$ cat config.mk
export PLATFORM = sky130hd
export DESIGN_NAME = deck_controller_flat
export DESIGN_NICKNAME = d
export VERILOG_FILES = /design/src/rtl/deck_controller_if.sv /design/src/rtl/deck_controller.sv /design/src/flat_wrapper.sv
export SDC_FILE = /design/constraint.sdc
export NUM_CORES = 1
export LEC_CHECK = 0
export CAP_MARGIN = 20
export CORE_MARGIN = 5
export CORE_UTILIZATION = 56
export DETAILED_ROUTE_END_ITERATION = 16
export PLACE_DENSITY = 0.93
export SLEW_MARGIN = 20
export SYNTH_ARGS = -nofsm -noshare
export SYNTH_HDL_FRONTEND = slang
export SYNTH_SLANG_ARGS = --single-unit
$ cat constraint.sdc
create_clock -name clk -period 5.9 [get_ports clk]
set_clock_uncertainty 0.05 [all_clocks]
set_input_delay 1.77 -clock clk [delete_from_list [all_inputs] [get_ports clk]]
set_output_delay 1.77 -clock clk [all_outputs]
set_load 0.005 [all_outputs]
$ cat src/rtl/deck_controller_if.sv
// Deck RAM port bundle: the controller is the sole master, the RAM is the slave.
// RAM acts on the cycle mem_clk=1; read data (mem_q) is valid the following cycle.
interface deck_controller_if;
  logic [5:0] mem_addr;
  logic [3:0] mem_data;
  logic       mem_write;
  logic       mem_clk;
  logic [3:0] mem_q;

  modport master (
    output mem_addr, mem_data, mem_write, mem_clk,
    input  mem_q
  );

  modport slave (
    input  mem_addr, mem_data, mem_write, mem_clk,
    output mem_q
  );
endinterface

$ cat src/rtl/deck_controller.sv
// Deck controller: fills the deck RAM with an ordered deck, lets the Shuffler own the RAM port
// while feeding it LFSR-derived swap addresses, then serves one-card draws in order.
module deck_controller #(
  parameter int unsigned DECK_SIZE  = 52,
  parameter int unsigned RANK_COUNT = 13,
  parameter logic [15:0] LFSR_SEED  = 16'hACE1
) (
  input  logic       clk,
  input  logic       i_Rst_n,
  input  logic       i_NewGame,
  input  logic       i_DrawReq,
  output logic       o_DrawAck,
  output logic [3:0] o_Card,
  output logic       o_DeckReady,
  output logic       o_DeckEmpty,
  output logic [5:0] o_CardsLeft,
  output logic       o_ActShuffler,
  output logic [5:0] o_Addr_J,
  input  logic       i_Shuffled,
  input  logic [5:0] i_ShufAddr,
  input  logic [3:0] i_ShufData,
  input  logic       i_ShufWrite,
  input  logic       i_ShufMemClk,
  deck_controller_if.master mem
);

  localparam logic [5:0] DeckSz  = 6'(DECK_SIZE);
  localparam logic [5:0] LastIdx = 6'(DECK_SIZE - 1);
  localparam logic [3:0] RankCnt = 4'(RANK_COUNT);

  function automatic logic [5:0] reduce_j(input logic [5:0] r);
    return (r >= DeckSz) ? r - DeckSz : r;
  endfunction

  localparam logic [5:0] JSeed = (LFSR_SEED[5:0] >= DeckSz) ? LFSR_SEED[5:0] - DeckSz
                                                             : LFSR_SEED[5:0];

  typedef enum logic [2:0] {
    StIdle,
    StFill,
    StShuffle,
    StReady,
    StDrawRd,
    StDrawLat
  } state_e;

  state_e      state_q, state_d;
  logic [15:0] lfsr_q, lfsr_d;
  logic [5:0]  j_q, j_d;
  logic        parity_q, parity_d;
  logic [5:0]  fill_idx_q, fill_idx_d;
  logic        fill_phase_q, fill_phase_d;
  logic [3:0]  fill_rank_q, fill_rank_d;
  logic [5:0]  ptr_q, ptr_d;
  logic [5:0]  left_q, left_d;
  logic [3:0]  card_q, card_d;

  always_ff @(posedge clk or negedge i_Rst_n) begin
    if (!i_Rst_n) begin
      state_q      <= StIdle;
      lfsr_q       <= LFSR_SEED;
      j_q          <= JSeed;
      parity_q     <= 1'b0;
      fill_idx_q   <= '0;
      fill_phase_q <= 1'b0;
      fill_rank_q  <= 4'd1;
      ptr_q        <= '0;
      left_q       <= '0;
      card_q       <= '0;
    end else begin
      state_q      <= state_d;
      lfsr_q       <= lfsr_d;
      j_q          <= j_d;
      parity_q     <= parity_d;
      fill_idx_q   <= fill_idx_d;
      fill_phase_q <= fill_phase_d;
      fill_rank_q  <= fill_rank_d;
      ptr_q        <= ptr_d;
      left_q       <= left_d;
      card_q       <= card_d;
    end
  end

  always_comb begin
    state_d       = state_q;
    lfsr_d        = {lfsr_q[14:0], lfsr_q[15] ^ lfsr_q[13] ^ lfsr_q[12] ^ lfsr_q[10]};
    j_d           = j_q;
    parity_d      = parity_q;
    fill_idx_d    = fill_idx_q;
    fill_phase_d  = fill_phase_q;
    fill_rank_d   = fill_rank_q;
    ptr_d         = ptr_q;
    left_d        = left_q;
    card_d        = card_q;
    mem.mem_addr  = '0;
    mem.mem_data  = '0;
    mem.mem_write = 1'b0;
    mem.mem_clk   = 1'b0;
    o_DrawAck     = 1'b0;
    o_ActShuffler = 1'b0;
    o_DeckReady   = 1'b0;

    case (state_q)
      StIdle: begin
        if (i_NewGame) begin
          state_d      = StFill;
          fill_idx_d   = '0;
          fill_phase_d = 1'b0;
          fill_rank_d  = 4'd1;
        end
      end

      StFill: begin
        mem.mem_addr  = fill_idx_q;
        mem.mem_data  = fill_rank_q;
        mem.mem_write = 1'b1;
        mem.mem_clk   = fill_phase_q;
        fill_phase_d  = ~fill_phase_q;
        if (fill_phase_q) begin
          if (fill_idx_q == LastIdx) begin
            state_d  = StShuffle;
            j_d      = reduce_j(lfsr_q[5:0]);
            parity_d = 1'b0;
          end else begin
            fill_idx_d  = fill_idx_q + 6'd1;
            fill_rank_d = (fill_rank_q == RankCnt) ? 4'd1 : fill_rank_q + 4'd1;
          end
        end
      end

      StShuffle: begin
        o_ActShuffler = 1'b1;
        mem.mem_addr  = i_ShufAddr;
        mem.mem_data  = i_ShufData;
        mem.mem_write = i_ShufWrite;
        mem.mem_clk   = i_ShufMemClk;
        // Each swap is a pair of writes; J must hold until the pair completes.
        if (i_ShufMemClk && i_ShufWrite) begin
          parity_d = ~parity_q;
          if (parity_q) j_d = reduce_j(lfsr_q[5:0]);
        end
        if (i_Shuffled) begin
          state_d = StReady;
          ptr_d   = '0;
          left_d  = DeckSz;
        end
      end

      StReady: begin
        o_DeckReady = 1'b1;
        if (i_NewGame) begin
          state_d      = StFill;
          fill_idx_d   = '0;
          fill_phase_d = 1'b0;
          fill_rank_d  = 4'd1;
          left_d       = '0;
          ptr_d        = '0;
        end else if (i_DrawReq && (left_q != 6'd0)) begin
          state_d = StDrawRd;
        end
      end

      StDrawRd: begin
        o_DeckReady  = 1'b1;
        mem.mem_addr = ptr_q;
        mem.mem_clk  = 1'b1;
        state_d      = StDrawLat;
      end

      StDrawLat: begin
        o_DeckReady = 1'b1;
        o_DrawAck   = 1'b1;
        card_d      = mem.mem_q;
        ptr_d       = ptr_q + 6'd1;
        left_d      = left_q - 6'd1;
        state_d     = StReady;
      end

      default: state_d = StIdle;
    endcase
  end

  // Card is presented straight from RAM during the ack cycle, then held.
  assign o_Card      = (state_q == StDrawLat) ? mem.mem_q : card_q;
  assign o_DeckEmpty = (state_q == StReady) && (left_q == 6'd0);
  assign o_CardsLeft = left_q;
  assign o_Addr_J    = j_q;

endmodule

$ cat src/flat_wrapper.sv
// flat-port wrapper written by rule: the top's interface ports become plain ports
module deck_controller_flat 
#(
  parameter int unsigned DECK_SIZE  = 52,
  parameter int unsigned RANK_COUNT = 13,
  parameter logic [15:0] LFSR_SEED  = 16'hACE1
)
  (clk, i_Rst_n, i_NewGame, i_DrawReq, o_DrawAck, o_Card, o_DeckReady, o_DeckEmpty, o_CardsLeft, o_ActShuffler, o_Addr_J, i_Shuffled, i_ShufAddr, i_ShufData, i_ShufWrite, i_ShufMemClk, mem_mem_addr, mem_mem_data, mem_mem_write, mem_mem_clk, mem_mem_q);
  deck_controller_if mem_i ();
  input  logic clk;
  input  logic i_Rst_n;
  input  logic i_NewGame;
  input  logic i_DrawReq;
  output logic o_DrawAck;
  output logic [3:0] o_Card;
  output logic o_DeckReady;
  output logic o_DeckEmpty;
  output logic [5:0] o_CardsLeft;
  output logic o_ActShuffler;
  output logic [5:0] o_Addr_J;
  input  logic i_Shuffled;
  input  logic [5:0] i_ShufAddr;
  input  logic [3:0] i_ShufData;
  input  logic i_ShufWrite;
  input  logic i_ShufMemClk;
  output wire logic [$bits(mem_i.mem_addr)-1:0] mem_mem_addr;
  output wire logic [$bits(mem_i.mem_data)-1:0] mem_mem_data;
  output wire logic [$bits(mem_i.mem_write)-1:0] mem_mem_write;
  output wire logic [$bits(mem_i.mem_clk)-1:0] mem_mem_clk;
  input wire logic [$bits(mem_i.mem_q)-1:0] mem_mem_q;
  assign mem_mem_addr = mem_i.mem_addr;
  assign mem_mem_data = mem_i.mem_data;
  assign mem_mem_write = mem_i.mem_write;
  assign mem_mem_clk = mem_i.mem_clk;
  assign mem_i.mem_q = mem_mem_q;
  deck_controller #(.DECK_SIZE(DECK_SIZE), .RANK_COUNT(RANK_COUNT), .LFSR_SEED(LFSR_SEED)) u_core (.clk(clk), .i_Rst_n(i_Rst_n), .i_NewGame(i_NewGame), .i_DrawReq(i_DrawReq), .o_DrawAck(o_DrawAck), .o_Card(o_Card), .o_DeckReady(o_DeckReady), .o_DeckEmpty(o_DeckEmpty), .o_CardsLeft(o_CardsLeft), .o_ActShuffler(o_ActShuffler), .o_Addr_J(o_Addr_J), .i_Shuffled(i_Shuffled), .i_ShufAddr(i_ShufAddr), .i_ShufData(i_ShufData), .i_ShufWrite(i_ShufWrite), .i_ShufMemClk(i_ShufMemClk), .mem(mem_i));
endmodule
==> results by group <==
Critical path
  – Critical Path AT: 3.09 ns
  – Cell depth of the worst setup path: 4
  – Critical path class: in -> out
  – R2R cell count: 6
  – Crit. End Element: output port
  – Critical path peak fanout: 1
  – Buf/Inv on CP: 2
  – Crit-path cells: clkdlybuf4s50_1 > a22oi_1 > o21ai_1 > clkdlybuf4s50_1
  – Worst path max stage delay: 0.54 ns
  – Delay-heaviest family, CP: buffers and inverters
  – CP required: 4.08 ns
  – Critical Path Start Type: input port
  – Most used cell, CP: clkdlybuf4s50_1
  – Worst-path cell with the longest stage delay: clkdlybuf4s50_1

STA
  – Least-Margin Pin Slew: 0.879 ns
  – Slew Viols, Final: 0
  – Fmax: 0.204 GHz
  – Final Hold Fails: 0
  – Period utilisation layout: 83.3%
  – RSZ-0062 raised after global routing: false
  – Setup TNS: 0 ns
  – Slew headroom: 41.3%
  – Setup violations, final: 0
  – Tmin final: 4.91 ns

Die
  – Ports: 53
  – Die H: 79.6 um
  – Row count: 25
  – Die area: 0.00634 mm^2
  – Initial Util: 57.5%
  – Core Region: 0.00472 mm^2
  – Die Span X: 79.6 um

Final layout
  – Final instance area: 0.00338 mm^2
  – ANT cells: 0
  – Nets@finish: 340
  – Fraction of layout cells with a size suffix above 1: 10.6%
  – Area Overhead vs Synth: 24.5%

Pwr
  – Max VDD drop: 0.272 mV
  – Leakage power: 1.44 nW
  – PwrDens: 431 mW/mm^2

Yosys
  – Syn avg cell area: 10.4 um^2
  – Syn. warnings: 0
  – Cells after synthesis: 262
  – #FFs+latches synth: 53
  – Asr flop ratio synth: 100%
  – Top cells by area, synth: dfrtp_1 (39%), dfstp_2 (11%), nand2_1 (4.1%)
  – Count leader, synth: dfrtp_1
  – Cell Area, Synth: 0.00272 mm^2
  – Area share of the largest cell type after synthesis: 38.7%
  – Post-synth top area cell: dfrtp_1
  – Count of different cell masters after synthesis: 60
  – Post-synth EDFFs: 0
  – Most frequent cells after synthesis: dfrtp_1 (42), nand2_1 (30), inv_1 (15), a21oi_1 (14), o21ai_1 (14)
  – Seq/Total Area, Yosys: 49.4%
  – Post-Syn Nets: 291
  – Main synth FF type: dfrtp_1

CTS
  – CTS Hold Bufs: 0
  – CTS tree: done
  – Clk root buf: clkbuf_8
  – TritonCTS Sinks: 53
  – Clock Path Buffers: 2
  – Setup Fix Bufs, Post-CTS: 0
  – Num CTS Buffers: 5
  – H-tree Lvls: 2
  – Post-CTS sizing: 0
  – Clock slew at reported path FFs: 0.10 ns
  – Worst-skew pair later-pin latency: 0.31 ns

Detailed routing
  – Final wirelength: 6040 um
  – Total number of vias: 2148
  – Vias/cell: 5.67
  – # DRC: 0
  – Routed len/inst: 15.9 um
  – DR iter-0 viols: 218
  – Drt pass-1 iters: 5
  – Final ANT Viol Nets: 0

Placed design
  – HPWL after DPL: 4380 um
  – Buffers on Ports: 52
  – Placed cell areas: 0.00326 mm^2
  – GP Congestion: 0.830

Job
  – Max_cap viols: 0

Global routing
  – Initial antenna violation count: 0
  – Largest net degree at the start of global routing: 54
  – Tot GR Track Use: 21.0%
  – GR Overflow Total: 0
  – First-pass GRT wire length: 10400 um
  – Vias in the first global route: 2129

Worst hold path
  – Hold Path Stages: 0
  – Min-Delay Path Class: reg -> reg

Outcome
  – Status: complete, no violations
worst register-to-register path: stages, from the launching register on:
cell     delay (ns)
dfrtp_1        0.61
nor2b_1        0.74
nand2_2        0.27
inv_2          0.25
a21oi_2        0.15
or4_1          0.50
a21oi_1        0.16
cell type report:
| class | count | area (um^2) |
|---|---|---|
| Multi-Input combinational cell | 182 | 1260 |
| Clock buffer | 5 | 68.8 |
| Inverter | 16 | 60.1 |
| Fill cell | 328 | 1340 |
| Clock inverter | 3 | 47.5 |
| Timing Repair Buffer | 53 | 523 |
| Tap cell | 67 | 83.8 |
| Sequential cell | 53 | 1340 |
cells in the final DEF (no fill, tap or decap), types with 2 or more instances in the layout:
cell / synthesis / final
a21o_1: 3 / 3
a21oi_1: 14 / 14
a22o_1: 5 / 5
a22oi_1: 7 / 7
a31oi_1: 3 / 3
and2_1: 3 / 3
clkbuf_8: 0 / 5
clkdlybuf4s50_1: 0 / 51
dfrtp_1: 42 / 42
dfstp_2: 11 / 11
ha_1: 8 / 8
inv_1: 15 / 15
inv_6: 0 / 2
mux2_1: 7 / 7
mux2_2: 4 / 4
mux2i_1: 5 / 5
nand2_1: 30 / 30
nand2b_1: 3 / 3
nand3_1: 8 / 8
nor2_1: 11 / 11
nor2b_1: 5 / 5
nor3_1: 3 / 3
o211ai_1: 2 / 2
o21ai_0: 3 / 3
o21ai_1: 14 / 14
o22a_1: 3 / 3
o31ai_1: 4 / 4
or4_1: 2 / 2
or4b_1: 4 / 4
xnor2_1: 4 / 4
state kept, by name, indices dropped and copies added, names as in the netlist:
signal               count
u_core.parity_q          1
u_core.ptr_q             6
u_core.fill_idx_q        6
u_core.state_q           3
u_core.o_CardsLeft       6
u_core.fill_rank_q       4
u_core.fill_phase_q      1
u_core.o_Addr_J          6
u_core.lfsr_q           16
u_core.card_q            4
cells by family after synthesis:
logic type               after synthesis  share of synthesized area, %
AO/OA/AOI/OAI                         71                          18.1
adder cells (fa/ha/maj)                8                          3.69
flip-flops                            53                          49.4
AND/OR/NAND/NOR                       82                          16.5
buffers and inverters                 27                          4.38
multiplexers                          16                          6.41
XOR/XNOR                               5                          1.61
where the power goes:
part / total [mW] / internal [mW] / leakage [nW] / switching (mW)
sequential: 0.536 / 0.433 / 0.672 / 0.103
clock: 0.257 / 0.130 / 0.0591 / 0.128
combinational: 0.662 / 0.337 / 0.709 / 0.325
metrics by stage:
step / hold slack (ns) / setup WS, ns / std cells / util [%] / power, mW
floorplan: 0.281 / 2.00 / 262 / - / 0.947
global placement: 0.285 / 0.975 / 371 / 69.1 / 1.18
global route: 0.309 / 0.849 / 379 / 71.5 / 1.57
finish: 0.312 / 0.987 / 379 / 71.5 / 1.46
detailed placement: 0.294 / 0.983 / 371 / 69.1 / 1.20
CTS: 0.315 / 0.986 / 379 / 71.5 / 1.46
path summary, 6_finish.rpt:
kind,startpoint,to,slack [ns]
min reg2reg,u_core.lfsr_q[8],u_core.lfsr_q[9],0.31
max,i_ShufAddr[0],mem_mem_addr[0],0.99
min,u_core.lfsr_q[8],u_core.lfsr_q[9],0.31
max reg2reg,u_core.state_q[0],u_core.ptr_q[3],3.11
max in group asynchronous,i_Rst_n,u_core.fill_idx_q[1],3.84
min in group asynchronous,i_Rst_n,u_core.card_q[0],1.51
layer usage:
layer  up-vias  global-route usage (%)  routed length [um]
met2        63                    35.0                3020
met5         -                       0                   0
met3        10                    4.40                 288
met4         0                    6.53                  94
met1      1039                    27.5                2640
li1       1036                       -                   -
(Power assumes the default switching activity.)
